File: src/rtl/cordic_scheduler.sv
// Round-robin front end that shares one iterative CORDIC core between two
// requesters: accept operands, strobe init, count iterations, hand back the result.
module cordic_scheduler #(
  parameter int WIDTH      = 17,
  parameter int ITERATIONS = 16
) (
  input  logic             clk_i,
  input  logic             reset_ni,
  input  logic             a_valid_i,
  output logic             a_ready_o,
  input  logic [WIDTH-1:0] a_x_i,
  input  logic [WIDTH-1:0] a_y_i,
  input  logic [WIDTH-1:0] a_z_i,
  input  logic             b_valid_i,
  output logic             b_ready_o,
  input  logic [WIDTH-1:0] b_x_i,
  input  logic [WIDTH-1:0] b_y_i,
  input  logic [WIDTH-1:0] b_z_i,
  output logic             core_init_o,
  output logic [WIDTH-1:0] core_x_o,
  output logic [WIDTH-1:0] core_y_o,
  output logic [WIDTH-1:0] core_z_o,
  input  logic [WIDTH-1:0] core_x_i,
  input  logic [WIDTH-1:0] core_y_i,
  input  logic [WIDTH-1:0] core_z_i,
  output logic             res_valid_o,
  input  logic             res_ready_i,
  output logic             res_id_o,
  output logic [WIDTH-1:0] res_x_o,
  output logic [WIDTH-1:0] res_y_o,
  output logic [WIDTH-1:0] res_z_o,
  output logic             busy_o,
  output logic [1:0]       dbg_state_o
);

  // Handshakes: a transfer happens on a rising edge where valid and ready are
  // both high; valid must stay high with stable data until that edge.
  localparam logic [1:0] IDLE = 2'd0;
  localparam logic [1:0] LOAD = 2'd1;
  localparam logic [1:0] RUN  = 2'd2;
  localparam logic [1:0] DONE = 2'd3;

  localparam logic [4:0] LAST_ITER = 5'(ITERATIONS - 1);

  logic [1:0]       state;
  logic             last_grant;
  logic             id_q;
  logic [4:0]       iter_cnt;
  logic [WIDTH-1:0] op_x, op_y, op_z;
  logic [WIDTH-1:0] res_x, res_y, res_z;
  logic             grant_a, grant_b;

  // last_grant == 1 means B was served last, so A has priority next.
  always_comb begin
    grant_a = reset_ni && (state == IDLE) && a_valid_i && (!b_valid_i || last_grant);
    grant_b = reset_ni && (state == IDLE) && b_valid_i && !grant_a;
  end

  always_ff @(posedge clk_i or negedge reset_ni) begin
    if (!reset_ni) begin
      state      <= IDLE;
      last_grant <= 1'b1;
      id_q       <= 1'b0;
      iter_cnt   <= 5'd0;
      op_x       <= '0;
      op_y       <= '0;
      op_z       <= '0;
      res_x      <= '0;
      res_y      <= '0;
      res_z      <= '0;
    end else begin
      case (state)
        IDLE: begin
          if (grant_a || grant_b) begin
            op_x       <= grant_a ? a_x_i : b_x_i;
            op_y       <= grant_a ? a_y_i : b_y_i;
            op_z       <= grant_a ? a_z_i : b_z_i;
            id_q       <= grant_b;
            last_grant <= grant_b;
            state      <= LOAD;
          end
        end
        LOAD: begin
          iter_cnt <= 5'd0;
          state    <= RUN;
        end
        RUN: begin
          iter_cnt <= iter_cnt + 5'd1;
          if (iter_cnt == LAST_ITER) begin
            res_x <= core_x_i;
            res_y <= core_y_i;
            res_z <= core_z_i;
            state <= DONE;
          end
        end
        DONE: begin
          if (res_ready_i) begin
            state <= IDLE;
          end
        end
        default: state <= IDLE;
      endcase
    end
  end

  assign a_ready_o   = grant_a;
  assign b_ready_o   = grant_b;
  assign core_init_o = (state == LOAD);
  assign core_x_o    = op_x;
  assign core_y_o    = op_y;
  assign core_z_o    = op_z;
  assign res_valid_o = (state == DONE);
  assign res_id_o    = id_q;
  assign res_x_o     = res_x;
  assign res_y_o     = res_y;
  assign res_z_o     = res_z;
  assign busy_o      = (state != IDLE);
  assign dbg_state_o = state;

endmodule

File: config.mk
export PLATFORM = sky130hd
export DESIGN_NAME = cordic_scheduler
export DESIGN_NICKNAME = d
export VERILOG_FILES = /design/src/rtl/cordic_scheduler.sv
export SDC_FILE = /design/constraint.sdc
export NUM_CORES = 1
export LEC_CHECK = 0
export ABC_AREA = 0
export BUFFER_PORTS_ARGS = -buffer_cell sky130_fd_sc_hd__buf_2
export CAP_MARGIN = 20
export CORE_MARGIN = 2
export CORE_UTILIZATION = 44
export CTS_CLUSTER_SIZE = 10
export DETAILED_ROUTE_END_ITERATION = 10
export GPL_TIMING_DRIVEN = 0
export HOLD_SLACK_MARGIN = 0.08
export PLACE_DENSITY = 0.85
export SLEW_MARGIN = 5
export SYNTH_ARGS = -nofsm -noshare
export SYNTH_HDL_FRONTEND = slang
export SYNTH_SLANG_ARGS = --single-unit
File: constraint.sdc
create_clock -name clk_i -period 2.15 [get_ports clk_i]
set_input_delay 0.215 -clock clk_i [delete_from_list [all_inputs] [get_ports clk_i]]
set_output_delay 0.215 -clock clk_i [all_outputs]
set_load 0.005 [all_outputs]
; ---- After elaboration in Yosys (flattened, before gate mapping)
; Cells that the tools add are included.
[word_totals]
register_bits = 111
inputBits = 158
output_inout_bits = 110
wordCells = 41
[op_classes]
n_addsub = 1
eq_ne = 7
muxes = 8
reduce_logical = 15
[op_table]
columns = op, count
row1 = 17-bit two-way mux, 3
row2 = 5-bit case mux with 2 select lines, 1
row3 = 2-bit case mux with 4 select lines, 1
row4 = 2-bit two-way mux, 3
row5 = 5-bit by 1-bit adder with 5-bit output (second input constant), 1
row6 = 5-bit by 4-bit == test with 1-bit output (second input constant), 1
row7 = 1-bit logical AND, 5
row8 = 2-bit == test (second input constant), 2
row9 = 2-bit by 1-bit != test with 1-bit output (second input constant), 2
row10 = 2-bit AND reduction, 2
row11 = 2-bit nonzero test, 2
row12 = 3-bit AND reduction, 1
row13 = 2-bit by 1-bit == test with 1-bit output (second input constant), 1
row14 = 1-bit zero test, 2
row15 = 2-bit zero test, 1
row16 = 1-bit logical OR, 2
row17 = 2-bit != test (second input constant), 1

; ---- Longest topological paths before layout
[depth]
depth_word = 9
mapped_depth = 6

; ---- Least setup slack after synthesis
; Ideal clock, no wire load.
[synth_path]
kind = reg2reg
start = register iter_cnt[0]
end = register res_x[0], in the netlist res_x_o[0]
arrival_ns = 1.628
required_time_ns = 2.025
slack_ns = 0.397
path_stages_with_launch = 7
path_cell_list = dfrtp_1 > ha_1 > and3_1 > ha_1 > nand2_1 > buf_2 > mux2_2
[synth_via]
elab_chain_cells = 2
[synth_lines]
columns = item, line_no
row1 = from (decl), 48  ; logic [4:0] iter_cnt;
row2 = from (signal assigned), 88  ; iter_cnt <= iter_cnt + 5'd1;
row3 = 5-bit by 4-bit == test with 1-bit output, 89  ; if (iter_cnt == LAST_ITER) begin
row4 = 2-bit AND reduction (no line), -
row5 = to (signal assigned), 90  ; res_x <= core_x_i;
row6 = to (decl), 50  ; logic [WIDTH-1:0] res_x, res_y, res_z;
; No other way between the ends.
; A chain may end at the register's enable or synchronous reset.

; ---- Worst setup path after layout
[layout_path]
start = register iter_cnt[0]
end = register res_x[1], in the netlist res_x_o[1]
; The elaborated chain is that of the path after synthesis.

==> results.ini <==
[floorplanning]
dieArea_um2 = 11460
rows = 37
dieWidth_um = 107.0
ios = 268
initial_core_util_pct = 45.24
core_area_um2 = 10320
fp.dieH_um = 107.0

[global_route]
grt_max_degree = 63
grt_overflow = 0
grt_pass1_vias = 5182
grt_pass1_wl_mm = 26.70
antenna_found_initial = 1
track_usage_pct = 31.16

[cts]
clock-sinks = 111
cts.reportedPaths.clkPinSlew_ns = 0.11
htreeDepth = 3
cts_buffers = 9
cts_tree = done
cts-root-buf = clkbuf_8
clk_path_buf_depth = 2
clock_latency_ns = 0.37

[yosys]
ys_async_sr_fraction_pct = 100.0
syn_inst = 332
yosysUniqueCellTypes = 23
ys_seq_area_share_pct = 59.50
postSynthAreaPerCell_um2 = 14.07
syn_area_um2 = 4671
syn-num-nets = 497
ys_warn_count = 0
ys.flop_type = dfrtp_1
synth-seq-cells = 111
synth_edf_count = 0

[pwr]
leakage_nw = 3.925
power.density_nw_per_um2 = 862.9
power_w = 0.006797
vdd_drop_max_mv = 0.5997

[layout]
num-nets-final = 921
layout-drive-gt1-share_pct = 47.44
area_growth_pct = 68.66
fin_area_um2 = 7878

[sta]
min_period_over_period_pct = 97.78
skew_ns = 0.01571
rsz0062_at_grt = true
layout_min_cycle_time_ns = 2.102
hold_viol = 0
setup_viol = 0
fmax_mhz = 475.7
maxSlewHeadroom_pct = 66.43
tns_ns = 0
worst_slew_pin_slew_ns = 0.5036
drv_slew = 0

[placement]
dpl.hpwl_mm = 10.31
io_buffers = 267
place_area_um2 = 6207
place_congestion = 0.8061

[route]
vias_per_cell = 5.315
vias = 4778
dr.pass1.iters = 5
wire_per_inst_um = 20.32
drc = 0
postRouteAntennaNets = 0
drt-total-wl_mm = 18.26
drt_iter0_drc = 310

[flow_run]
maxCapViolCount = 0

[worst_setup_path]
cp.required_ns = 2.41
cp.arrival_ns = 2.37
crit_type = flop to flop
critPathCaptureType = flop
worstPathBufferInverterCount = 1
start_kind = flop
critPathSlowestCell = dfrtp_1
critical_path.max_stage_delay_ns = 0.42
crit_chain = ha_1 -> and3_1 -> ha_1 -> nand2_1 -> buf_2 -> mux2_2
critical_path.top_delay_family = adder cells
worstPathMaxFanout = 10
cp_common_cell = ha_1

[worst_hold_path]
hp-class = input port to flop

[outcome]
status = finished, final reports clean

## state kept, by name, indices dropped and copies added, names as in the netlist
name	count
res_z_o	17
core_y_o	17
res_x_o	17
res_id_o	1
dbg_state_o	2
core_z_o	17
last_grant	1
core_x_o	17
iter_cnt	5
res_y_o	17
## layer usage
layer	part of all wire, %	global-route usage, %	vias up
li1	-	-	2065
met1	33	31.41	2365
met2	55	58.54	262
met3	5.9	6.322	86
met4	5.5	18.37	0
met5	0	0	-
## cells in the mapped netlist (2+ instances only)
library cell  count  area (um^2)
and2_1           51        319.1
nand3_1           5        25.02
and3_1            2        12.51
ha_1              7        87.58
nand2_1           3        11.26
mux2_2           51        574.3
clkbuf_1          6        22.52
mux2i_1           3        30.03
dfrtp_1         110         2753
buf_8             5        75.07
o21ai_0           4        20.02
a221o_1          51        510.5
a21boi_4          2        37.54
inv_1            11        41.29
buf_2            11        55.05
nor2_1            3        11.26
## what timing repair did
item,CTS,global route
gates resized for setup,3,3
hold endpoints to repair,144,1
hold buffers,142,1
buffers inserted,2,0
setup endpoints to repair,12,27
## kinds of logic (layout without fill, tap and decap cells)
logic type,Yosys count,count (layout),synth area share (%)
compound gates,61,61,13.02
simple gates,66,66,8.519
mux,54,54,12.94
fa+ha+maj,7,7,1.875
buf+inv,33,462,4.152
flops,111,111,59.50
other cells,0,2,0
## through the flow
step	setup slack [ns]	cells	util [%]	hold WS, ns
after floorplan	0.3969	332	-	-0.08059
after global placement	-1.642	735	59.84	0.4446
after detailed placement	-0.07572	736	60.13	0.2902
after CTS	0.03946	896	76.12	0.08032
after global routing	-0.03016	898	76.28	0.08212
final	0.04766	899	76.31	0.09481
## power by group
part | internal (W) | switching (W)
clock | 0.000465 | 0.000730
sequential | 0.00264 | 0.000316
combinational | 0.00143 | 0.00122
total | 0.00454 | 0.00226
## worst paths after layout
| check | start | end | slack [ns] | cells past startpoint |
|---|---|---|---|---|
| min in group asynchronous | reset_ni | last_grant | 0.45 | 2 |
| min | core_y_i[6] | res_y_o[6] | 0.09 | 2 |
| min reg2reg | res_z_o[7] | res_z_o[7] | 0.52 | 1 |
| max | iter_cnt[0] | res_x_o[1] | 0.05 | 6 |
| max in group asynchronous | reset_ni | core_y_o[2] | 1.39 | 3 |
| max reg2reg | iter_cnt[0] | res_x_o[1] | 0.05 | 6 |
## final cells by class
| type | count | area [um^2] |
|---|---|---|
| diodes | 2 | 5.005 |
| plain buffers | 22 | 158.9 |
| clock buffers | 11 | 141.4 |
| clock inverters | 5 | 41.29 |
| fillers | 628 | 2446 |
| inverters | 11 | 41.29 |
| multi-input cells | 188 | 1710 |
| flip-flops and latches | 111 | 2779 |
| well taps | 136 | 170.2 |
| repair buffers | 413 | 2830 |
## cells in the final DEF, fill, tap and decap left out, types with 2 or more instances in the layout
cell           instances
a21boi_4               2
a221o_1               51
and2_1                51
and3_1                 2
buf_16                 2
buf_2                276
buf_4                  3
buf_8                  5
clkbuf_1               7
clkbuf_8              10
clkinv_4               2
dfrtp_1              110
diode_2                2
dlygate4sd3_1        142
ha_1                   6
inv_1                  9
inv_2                  2
mux2_2                51
mux2i_1                3
nand2_1                3
nand3_1                5
nor2_1                 3
o21ai_0                4
Power figures use the tool's default switching activity.
